$ cat src/rtl/ctrl_pkg.sv
// Shared constants for the multicycle MIPS control path: opcodes, ALUOp codes,
// FSM state encoding, mux select encodings and the decoded control vector.
package ctrl_pkg;

  localparam int OPW  = 6;
  localparam int AOPW = 4;

  localparam logic [OPW-1:0] OP_RTYPE = 6'b000000;
  localparam logic [OPW-1:0] OP_J     = 6'b000010;
  localparam logic [OPW-1:0] OP_BEQ   = 6'b000100;
  localparam logic [OPW-1:0] OP_ADDI  = 6'b001000;
  localparam logic [OPW-1:0] OP_ADDIU = 6'b001001;
  localparam logic [OPW-1:0] OP_ORI   = 6'b001101;
  localparam logic [OPW-1:0] OP_LUI   = 6'b001111;
  localparam logic [OPW-1:0] OP_LW    = 6'b100011;
  localparam logic [OPW-1:0] OP_SW    = 6'b101011;

  // ALUOp codes, shared with the ALU control decoder
  localparam logic [AOPW-1:0] ALU_ADD   = 4'b0000;
  localparam logic [AOPW-1:0] ALU_SUB   = 4'b0001;
  localparam logic [AOPW-1:0] ALU_RTYPE = 4'b0010;
  localparam logic [AOPW-1:0] ALU_LUI   = 4'b0011;
  localparam logic [AOPW-1:0] ALU_ORI   = 4'b0100;

  localparam logic [1:0] SRCB_REGB = 2'b00;
  localparam logic [1:0] SRCB_FOUR = 2'b01;
  localparam logic [1:0] SRCB_IMM  = 2'b10;
  localparam logic [1:0] SRCB_BOFS = 2'b11;

  localparam logic [1:0] PCSRC_ALU    = 2'b00;
  localparam logic [1:0] PCSRC_ALUOUT = 2'b01;
  localparam logic [1:0] PCSRC_JUMP   = 2'b10;

  typedef enum logic [3:0] {
    S_FETCH  = 4'd0,
    S_DECODE = 4'd1,
    S_MEMADR = 4'd2,
    S_MEMRD  = 4'd3,
    S_MEMWB  = 4'd4,
    S_MEMWR  = 4'd5,
    S_EXEC   = 4'd6,
    S_ALUWB  = 4'd7,
    S_BRANCH = 4'd8,
    S_IEXEC  = 4'd9,
    S_IWB    = 4'd10,
    S_JUMP   = 4'd11,
    S_RESET  = 4'd15
  } state_t;

  typedef struct packed {
    logic            pc_write;
    logic            i_or_d;
    logic            mem_read;
    logic            mem_write;
    logic            ir_write;
    logic            reg_dst;
    logic            mem_to_reg;
    logic            reg_write;
    logic            alu_src_a;
    logic [1:0]      alu_src_b;
    logic            ext_zero;
    logic [1:0]      pc_source;
    logic [AOPW-1:0] alu_op;
    logic            illegal_op;
  } ctrl_t;

  // Successor of DECODE; unsupported opcodes fall back to FETCH
  function automatic state_t decode_dispatch(input logic [OPW-1:0] op);
    state_t nxt;
    case (op)
      OP_LW, OP_SW:                      nxt = S_MEMADR;
      OP_RTYPE:                          nxt = S_EXEC;
      OP_BEQ:                            nxt = S_BRANCH;
      OP_J:                              nxt = S_JUMP;
      OP_ADDI, OP_ADDIU, OP_LUI, OP_ORI: nxt = S_IEXEC;
      default:                           nxt = S_FETCH;
    endcase
    return nxt;
  endfunction

  function automatic logic op_legal(input logic [OPW-1:0] op);
    return decode_dispatch(op) != S_FETCH;
  endfunction

endpackage

$ cat src/rtl/ctrl_out_dec.sv
// Combinational decode of FSM state (plus latched opcode) into the datapath
// control vector; only the memory handshake and branch flag gate strobes.
module ctrl_out_dec
  import ctrl_pkg::*;
(
  input  state_t         state,
  input  logic [OPW-1:0] op_q,
  input  logic [OPW-1:0] opcode,
  input  logic           zero,
  input  logic           mem_ready,
  output ctrl_t          ctrl
);

  ctrl_t ctrl_s;

  // Per-state strobe decode; unlisted outputs stay 0
  always_comb begin
    ctrl_s = '0;
    case (state)
      S_FETCH: begin
        ctrl_s.mem_read  = 1'b1;
        ctrl_s.alu_src_b = SRCB_FOUR;
        ctrl_s.alu_op    = ALU_ADD;
        ctrl_s.ir_write  = mem_ready;
        ctrl_s.pc_write  = mem_ready;
      end
      S_DECODE: begin
        ctrl_s.alu_src_b  = SRCB_BOFS;
        ctrl_s.alu_op     = ALU_ADD;
        ctrl_s.illegal_op = ~op_legal(opcode);
      end
      S_MEMADR: begin
        ctrl_s.alu_src_a = 1'b1;
        ctrl_s.alu_src_b = SRCB_IMM;
        ctrl_s.alu_op    = ALU_ADD;
      end
      S_MEMRD: begin
        ctrl_s.mem_read = 1'b1;
        ctrl_s.i_or_d   = 1'b1;
      end
      S_MEMWB: begin
        ctrl_s.reg_write  = 1'b1;
        ctrl_s.mem_to_reg = 1'b1;
      end
      S_MEMWR: begin
        ctrl_s.mem_write = 1'b1;
        ctrl_s.i_or_d    = 1'b1;
      end
      S_EXEC: begin
        ctrl_s.alu_src_a = 1'b1;
        ctrl_s.alu_src_b = SRCB_REGB;
        ctrl_s.alu_op    = ALU_RTYPE;
      end
      S_ALUWB: begin
        ctrl_s.reg_write = 1'b1;
        ctrl_s.reg_dst   = 1'b1;
      end
      S_BRANCH: begin
        ctrl_s.alu_src_a = 1'b1;
        ctrl_s.alu_src_b = SRCB_REGB;
        ctrl_s.alu_op    = ALU_SUB;
        ctrl_s.pc_source = PCSRC_ALUOUT;
        ctrl_s.pc_write  = zero;
      end
      S_IEXEC: begin
        ctrl_s.alu_src_a = 1'b1;
        ctrl_s.alu_src_b = SRCB_IMM;
        // Immediate flavour comes from the opcode captured in DECODE
        case (op_q)
          OP_LUI: begin
            ctrl_s.alu_op   = ALU_LUI;
            ctrl_s.ext_zero = 1'b1;
          end
          OP_ORI: begin
            ctrl_s.alu_op   = ALU_ORI;
            ctrl_s.ext_zero = 1'b1;
          end
          default: ctrl_s.alu_op = ALU_ADD;
        endcase
      end
      S_IWB: begin
        ctrl_s.reg_write = 1'b1;
      end
      S_JUMP: begin
        ctrl_s.pc_source = PCSRC_JUMP;
        ctrl_s.pc_write  = 1'b1;
      end
      default: ctrl_s = '0;
    endcase
  end

  assign ctrl = ctrl_s;

endmodule

$ cat src/rtl/multicycle_main_ctrl.sv
// Main control FSM of the multicycle MIPS datapath: state register, latched
// opcode and next-state logic; strobe decode lives in ctrl_out_dec.
module multicycle_main_ctrl
  import ctrl_pkg::*;
(
  input  logic            clk,
  input  logic            rst_n,
  input  logic [OPW-1:0]  opcode,
  input  logic            zero,
  input  logic            mem_ready,
  output logic            pc_write,
  output logic            i_or_d,
  output logic            mem_read,
  output logic            mem_write,
  output logic            ir_write,
  output logic            reg_dst,
  output logic            mem_to_reg,
  output logic            reg_write,
  output logic            alu_src_a,
  output logic [1:0]      alu_src_b,
  output logic            ext_zero,
  output logic [1:0]      pc_source,
  output logic [AOPW-1:0] alu_op,
  output logic            illegal_op,
  output logic [3:0]      state
);

  state_t         state_r;
  state_t         state_next_s;
  logic [OPW-1:0] op_r;
  ctrl_t          ctrl_s;

  // State register; reset parks in RESET so no strobe fires mid-instruction
  always_ff @(posedge clk or negedge rst_n) begin
    if (!rst_n) begin
      state_r <= S_RESET;
    end else begin
      state_r <= state_next_s;
    end
  end

  // Opcode captured in DECODE, held until the next DECODE
  always_ff @(posedge clk or negedge rst_n) begin
    if (!rst_n) begin
      op_r <= '0;
    end else if (state_r == S_DECODE) begin
      op_r <= opcode;
    end else begin
      op_r <= op_r;
    end
  end

  // Next-state logic; memory states hold until the handshake completes
  always_comb begin
    state_next_s = S_FETCH;
    case (state_r)
      S_RESET:  state_next_s = S_FETCH;
      S_FETCH:  state_next_s = mem_ready ? S_DECODE : S_FETCH;
      S_DECODE: state_next_s = decode_dispatch(opcode);
      S_MEMADR: state_next_s = (op_r == OP_LW) ? S_MEMRD : S_MEMWR;
      S_MEMRD:  state_next_s = mem_ready ? S_MEMWB : S_MEMRD;
      S_MEMWR:  state_next_s = mem_ready ? S_FETCH : S_MEMWR;
      S_EXEC:   state_next_s = S_ALUWB;
      S_IEXEC:  state_next_s = S_IWB;
      default:  state_next_s = S_FETCH;
    endcase
  end

  ctrl_out_dec u_dec (
    .state     (state_r),
    .op_q      (op_r),
    .opcode    (opcode),
    .zero      (zero),
    .mem_ready (mem_ready),
    .ctrl      (ctrl_s)
  );

  assign pc_write   = ctrl_s.pc_write;
  assign i_or_d     = ctrl_s.i_or_d;
  assign mem_read   = ctrl_s.mem_read;
  assign mem_write  = ctrl_s.mem_write;
  assign ir_write   = ctrl_s.ir_write;
  assign reg_dst    = ctrl_s.reg_dst;
  assign mem_to_reg = ctrl_s.mem_to_reg;
  assign reg_write  = ctrl_s.reg_write;
  assign alu_src_a  = ctrl_s.alu_src_a;
  assign alu_src_b  = ctrl_s.alu_src_b;
  assign ext_zero   = ctrl_s.ext_zero;
  assign pc_source  = ctrl_s.pc_source;
  assign alu_op     = ctrl_s.alu_op;
  assign illegal_op = ctrl_s.illegal_op;
  assign state      = state_r;

endmodule

$ cat config.mk
export PLATFORM = sky130hd
export DESIGN_NAME = multicycle_main_ctrl
export DESIGN_NICKNAME = d
export VERILOG_FILES = /design/src/rtl/ctrl_pkg.sv /design/src/rtl/ctrl_out_dec.sv /design/src/rtl/multicycle_main_ctrl.sv
export SDC_FILE = /design/constraint.sdc
export NUM_CORES = 1
export LEC_CHECK = 0
export ABC_AREA = 0
export CAP_MARGIN = 20
export CORE_AREA = 10 10 53 55
export CTS_BUF_LIST = sky130_fd_sc_hd__clkbuf_4 sky130_fd_sc_hd__clkbuf_8
export DETAILED_ROUTE_END_ITERATION = 6
export DIE_AREA = 0 0 63 65
export PLACE_DENSITY = 0.85
export SYNTH_ARGS = -nofsm -noshare
export SYNTH_HDL_FRONTEND = slang
export SYNTH_SLANG_ARGS = --single-unit
$ cat constraint.sdc
create_clock -name clk -period 3.53 [get_ports clk]
set_input_delay 0.706 -clock clk [delete_from_list [all_inputs] [get_ports clk]]
set_output_delay 0.706 -clock clk [all_outputs]
set_load 0.03 [all_outputs]
==> results of run 1 <==
==> layout by cell type, fill, tap and decap left out, types with 2 or more instances in the layout <==
cell and n:
a31oi_1 2, inv_1 2, dfrtp_1 6, mux2_2 5, o21ai_0 3, dfstp_2 4
mux2i_1 3, clkbuf_4 3, nand2_1 6, nor3_1 7, nand3b_1 2, nand2b_1 8
a21oi_1 6, nand3_1 2, clkdlybuf4s50_1 31, or3_1 3, nor2_1 8
==> stage by stage <==
stage	util	setup WS, ns	area, µm²	hold slack, ns
CTS	0.6324	0.2611	1177	0.5099
global placement	0.6129	0.3081	1141	0.4849
global route	0.6324	0.1083	1177	0.5375
detailed placement	0.6129	0.2716	1141	0.4870
floorplan	-	0.6083	845.8	0.4104
finish	0.6324	0.2626	1177	0.5028
==> layout make-up <==
| cell class | instances | area (µm²) |
|---|---|---|
| timing repair buffer | 31 | 310.3 |
| multi-input combinational | 80 | 534.3 |
| tap | 27 | 33.78 |
| fill | 152 | 684.4 |
| sequential | 10 | 255.2 |
| clock buffer | 4 | 36.28 |
| inverter | 2 | 7.507 |
==> power breakdown <==
part	total (µW)	internal, µW	leakage [µW]	switching, µW
combinational	491	223	0.000304	268
clock	102	62.7	0.0000210	39.6
sequential	236	172	0.000112	63.3
==> state kept, by name, summed over array words and instances (netlist names) <==
signal,flops
op_r,6
state,4
==> cell families after synthesis <==
kind of cell,after synthesis
buffers and inverters,9
AOI/OAI and AO/OA,23
other,1
DFF,10
muxes,9
and+or+nand+nor,46
xor gates and xnor gates,1
==> routing by layer <==
layer	track usage	vias to the layer above	wire (µm)
li1	-	414	-
met1	0.1175	372	1057
met2	0.1701	32	936
met3	0.03952	6	151
met4	0.05028	0	44
met5	0	-	0
==> worst paths after layout <==
path	startpoint	end	slack [ns]	cells after the start
setup / recovery	opcode[2]	illegal_op	0.26	6
max in group asynchronous	rst_n	state[0]$_DFF_PN1_	2.45	1
min in group asynchronous	rst_n	op_r[2]$_DFFE_PN0P_	0.74	1
hold reg to reg	op_r[3]$_DFFE_PN0P_	op_r[3]$_DFFE_PN0P_	0.50	1
setup reg to reg	state[1]$_DFF_PN1_	op_r[1]$_DFFE_PN0P_	1.93	3
hold / removal	op_r[3]$_DFFE_PN0P_	op_r[3]$_DFFE_PN0P_	0.50	1
==> impl_metrics.csv, run 1 <==
group,metric,value,unit
run_status,status,"complete, no violations",
pwr,ir_worst_vdd,0.3598,mV
finish,area_growth,39.20,%
synth,synth-compound-area-share,0.1820,
synth,synth_top_family_by_area,"simple AND/OR/NAND/NOR gates",
worst_setup_path,critical_path_class,"in2out",
timing,rsz0062_at_grt,"false",
drt,wl,2189,µm
pwr,total_leakage_power,0.0004363,µW
worst_setup_path,crit_fanout,9,
worst_setup_path,slowest_stage,"clkdlybuf4s50_1",
timing,post-route-period-util,0.9256,
timing,period_minus_slack,3.267,ns
synth,synthTopCellsByCount,"nand2b_1, nor2_1, nor3_1",
drt,vias_per_cell,5.351,
placed_design,placed_cells,150,
cts,htreeDepth,1,
global_routing,grt-ovfl-total,0,
worst_setup_path,crit_required,2.82,ns
drt,routedWlPerCell,14.21,µm
synth,synth_nets,109,
timing,clock_skew,0.0006830,ns
synth,synthArstFlopShare,1.000,
cts,cts_root_buffer,"clkbuf_4",
floorplan,initial_core_util,0.4543,
drt,ant_nets,0,
worst_setup_path,critPathArrivalTime,2.56,ns
pwr,power-per-cell-area,703.7,mW/mm²
drt,drt_iter0_markers,20,
cts,clk_latency,0.26,ns
worst_setup_path,cp_common_cell,"clkdlybuf4s50_1",
worst_setup_path,critical_path.top_delay_family,"buffers and inverters",
floorplan,rows,16,
global_routing,grt_pass1_vias,805,
finish,finalNetCount,138,
synth,synthMuxAreaShare,0.1154,
worst_setup_path,crit_path_end_kind,"output pin",
worst_setup_path,crit_chain,"clkdlybuf4s50_1 > nand2b_1 > a31oi_1 > a221oi_1 > nor2_1 > clkdlybuf4s50_1",
synth,synth-simple-area-share,0.3195,
synth,ys.flop_type,"dfrtp_1",
timing,setup_viol,0,
cts,post-cts-setup-buffer-count,0,
synth,synthAdderAreaFrac,0,
synth,synth-xor-area-share,0.01036,
global_routing,antenna_found_initial,0,
synth,ys_seq_elements,10,
timing,hold_viol,0,
placed_design,place.gp.congestion,0.7546,
cts,path_clk_slew,0.06,ns
job,cap_violations,0,
worst_setup_path,critPathLaunchType,"input pin",
worst_setup_path,cp_num_buf_inv,2,
floorplan,die_w,63,µm
floorplan,die_h,65,µm
timing,tns,0,ns
worst_setup_path,crit_path_max_incr_delay,0.61,ns
cts,cts_buffers,3,
synth,synth_area,845.8,µm²
finish,final_cells,154,
worst_hold_path,hp-class,"reg2reg",
synth,synth_cells,99,
finish,n_antenna_cell,0,
synth,synth_edf_count,0,
timing,drv_slew,0,
drt,dr.pass1.iters,2,
floorplan,die_area,0.004095,mm²
drt,drc,0,
synth,ys_types,43,
drt,vias,824,
cts,ctsResizeCount,0,
synth,synth_top_area_frac,0.1775,
placed_design,dp_hpwl,1733,µm
synth,yosysSeqAreaShare,0.3018,
cts,cts_tree,"yes",
synth,yosys_warnings,0,
synth,avgSynthCellArea,8.544,µm²
cts,cts_buffer_depth,2,
floorplan,io_pins,33,
synth,yosysTopAreaCell,"dfrtp_1",
cts,cts.sinks,10,
global_routing,track_usage,0.1043,
synth,synth_area_leaders,"dfrtp_1, dfstp_2, mux2_2",
timing,fmax,0.3061,GHz
finish,drive_above_1_share,0.1260,
pwr,total_power,828.6,µW
floorplan,coreArea,0.001862,mm²
global_routing,grt_max_degree,18,
global_routing,grt_pass1_wl,3581,µm
cts,hold_buffers,0,
placed_design,port_buffers,31,
Power figures use the tool's default switching activity.
==> run 2: changes to the inputs <==
--- a/config.mk
+++ b/config.mk
@@ -7,11 +7,14 @@
 export LEC_CHECK = 0
 export ABC_AREA = 0
 export CAP_MARGIN = 20
-export CORE_AREA = 10 10 53 55
+export CORE_AREA = 10 10 54 56
 export CTS_BUF_LIST = sky130_fd_sc_hd__clkbuf_4 sky130_fd_sc_hd__clkbuf_8
+export CTS_CLUSTER_SIZE = 16
 export DETAILED_ROUTE_END_ITERATION = 6
-export DIE_AREA = 0 0 63 65
+export DIE_AREA = 0 0 64 66
 export PLACE_DENSITY = 0.85
 export SYNTH_ARGS = -nofsm -noshare
 export SYNTH_HDL_FRONTEND = slang
+export SYNTH_HIERARCHICAL = 1
 export SYNTH_SLANG_ARGS = --single-unit
+export TNS_END_PERCENT = 50
==> impl_metrics.csv, run 2 <==
group,metric,value,unit
finish,fin_util,0.6454,
synth,synth_nets,110,
floorplan,die_h,66,µm
cts,htreeDepth,1,
worst_setup_path,crit_required,2.82,ns
drt,drc,0,
synth,ys_seq_elements,10,
worst_hold_path,worstHoldStart,"op_r[5]$_DFFE_PN0P_",
floorplan,die_w,64,µm
global_routing,met1_usage,0.1149,
floorplan,rows,16,
placed_design,dp_hpwl,1803,µm
floorplan,die_area,0.004224,mm²
timing,setup_viol,0,
cts,cts_buffers,3,
drt,wl,2238,µm
cts,cts_root_buffer,"clkbuf_4",
worst_setup_path,critPathLaunchType,"input pin",
worst_setup_path,r2r-start,"state[0]$_DFF_PN1_",
synth,synth_top_area_frac,0.1671,
finish,area_growth,36.63,%
synth,synthArstFlopShare,1.000,
finish,top_register,"op_r",
drt,ant_nets,0,
cts,cts_buffer_depth,2,
worst_setup_path,crit_path_max_incr_delay,0.69,ns
global_routing,grt_max_degree,22,
synth,ys_types,42,
worst_setup_path,crit_chain,"clkdlybuf4s50_1 > nand2b_1 > a32o_1 > a21oi_1 > clkdlybuf4s50_1",
floorplan,initial_core_util,0.4724,
pwr,total_leakage_power,0.0004316,µW
pwr,ir_worst_vdd,0.3704,mV
synth,yosys_warnings,6,
finish,finalNetCount,141,
drt,routedWlPerCell,14.25,µm
worst_setup_path,cp_common_cell,"clkdlybuf4s50_1",
global_routing,met3_usage,0.04068,
finish,drive_above_1_share,0.1692,
timing,tns,0,ns
job,cap_violations,0,
synth,ys.flop_type,"dfrtp_1",
drt,vias_per_cell,5.624,
pwr,power-per-cell-area,687.3,mW/mm²
worst_setup_path,slowest_stage,"clkdlybuf4s50_1",
timing,hold_viol,0,
cts,hold_buffers,0,
synth,synth_area,898.4,µm²
finish,mostFrequentLayoutCells,"clkdlybuf4s50_1, nor2_1, nand2b_1",
run_status,status,"complete, no violations",
finish,largest_reg_flops,6,
global_routing,antenna_found_initial,0,
pwr,total_power,843.6,µW
worst_setup_path,critical_path.top_delay_family,"buffers and inverters",
cts,path_clk_slew,0.06,ns
floorplan,io_pins,33,
global_routing,grt_pass1_vias,825,
global_routing,grt_pass1_wl,3719,µm
worst_setup_path,cp_num_buf_inv,2,
timing,rsz0062_at_grt,"false",
placed_design,place.gp.congestion,0.8454,
worst_setup_path,startpoint,"opcode[2]",
cts,ctsResizeCount,0,
global_routing,track_usage,0.1057,
timing,drv_slew,0,
cts,cts.sinks,10,
worst_setup_path,crit_path_end_kind,"output pin",
floorplan,coreArea,0.001902,mm²
global_routing,grt_util_met2,0.1816,
timing,fmax,0.3057,GHz
worst_setup_path,critical_path_class,"in2out",
worst_setup_path,critPathArrivalTime,2.56,ns
timing,period_minus_slack,3.271,ns
global_routing,busiest_layer,"met2",
worst_hold_path,hp-class,"reg2reg",
timing,post-route-period-util,0.9266,
drt,drt_iter0_markers,24,
synth,synthTopCellsByCount,"nor2_1, nand2b_1, mux2_2",
global_routing,grt-ovfl-total,0,
cts,post-cts-setup-buffer-count,0,
drt,vias,883,
synth,yosysTopAreaCell,"dfrtp_1",
timing,clock_skew,0.004095,ns
cts,cts_tree,"yes",
synth,synth_edf_count,0,
finish,n_antenna_cell,0,
synth,yosysSeqAreaShare,0.2841,
worst_setup_path,crit_fanout,10,
placed_design,port_buffers,31,
synth,avgSynthCellArea,8.984,µm²
cts,clk_latency,0.27,ns
drt,dr.pass1.iters,4,
finish,mostFrequentLayoutCell,"clkdlybuf4s50_1",
synth,synth_cells,100,
synth,synth_area_leaders,"dfrtp_1, dfstp_2, mux2_2",
synth,yosysMostFrequentCell,"nor2_1",
run 2: cell count changes after synthesis, moves of 3 or more:
cell and change:
buf_2 -3, o22ai_1 +3, nor4b_1 +4, or3_1 -3
run 2: worst paths after layout:
path,endpoint,slack (ns),cells past startpoint
worst min register to register,op_r[5]$_DFFE_PN0P_,0.53,1
min in group asynchronous,op_r[2]$_DFFE_PN0P_,0.76,1
worst min-delay path,op_r[5]$_DFFE_PN0P_,0.53,1
worst max-delay path,illegal_op,0.26,5
worst max register to register,op_r[2]$_DFFE_PN0P_,1.86,3
max in group asynchronous,state[3]$_DFF_PN1_,2.44,1
run 2: kinds of logic (layout without fill, tap and decap cells):
group / count (synthesis) / in the layout / synth area share
buffers and inverters: 6 / 36 / 0.06127
AOI/OAI and AO/OA: 24 / 24 / 0.1769
other: 1 / 1 / 0.004174
muxes: 8 / 8 / 0.09889
and+or+nand+nor: 50 / 50 / 0.3649
DFF: 10 / 10 / 0.2841
xor gates and xnor gates: 1 / 1 / 0.009751
run 2: cell type report:
| class | instances | area, µm² |
|---|---|---|
| Multi-Input combinational cell | 84 | 588.1 |
| Timing Repair Buffer | 31 | 310.3 |
| Sequential cell | 10 | 255.2 |
| Clock buffer | 4 | 36.28 |
| Fill cell | 164 | 674.4 |
| Tap cell | 27 | 33.78 |
| Inverter | 1 | 3.754 |
run 2: worst register-to-register path, cell delays in order, from the launching register on:
cell and delay, ns:
dfstp_2 0.72, nand2b_2 0.14, nor3_4 0.31, mux2_2 0.39
run 2: report_power, final:
part	total, µW	internal, µW	switching [µW]
Combinational	487	230	257
Clock	103	62.7	40.1
Sequential	254	171	83.3
run 2: metal layers:
layer	up-vias	share of wire
met5	-	0
met4	0	0.013
met3	3	0.083
met2	34	0.46
met1	407	0.45
li1	439	-
run 2: metrics by stage:
| stage | cell area, µm² | std cells | hold WS (ns) | worst slack [ns] |
|---|---|---|---|---|
| floorplan | 898.4 | 100 | 0.4104 | 0.8551 |
| global placement | 1191 | 153 | 0.5062 | 0.2956 |
| detailed placement | 1191 | 153 | 0.5164 | 0.2610 |
| CTS | 1227 | 157 | 0.5308 | 0.2572 |
| global route | 1227 | 157 | 0.5503 | 0.1251 |
| finish | 1227 | 157 | 0.5267 | 0.2591 |
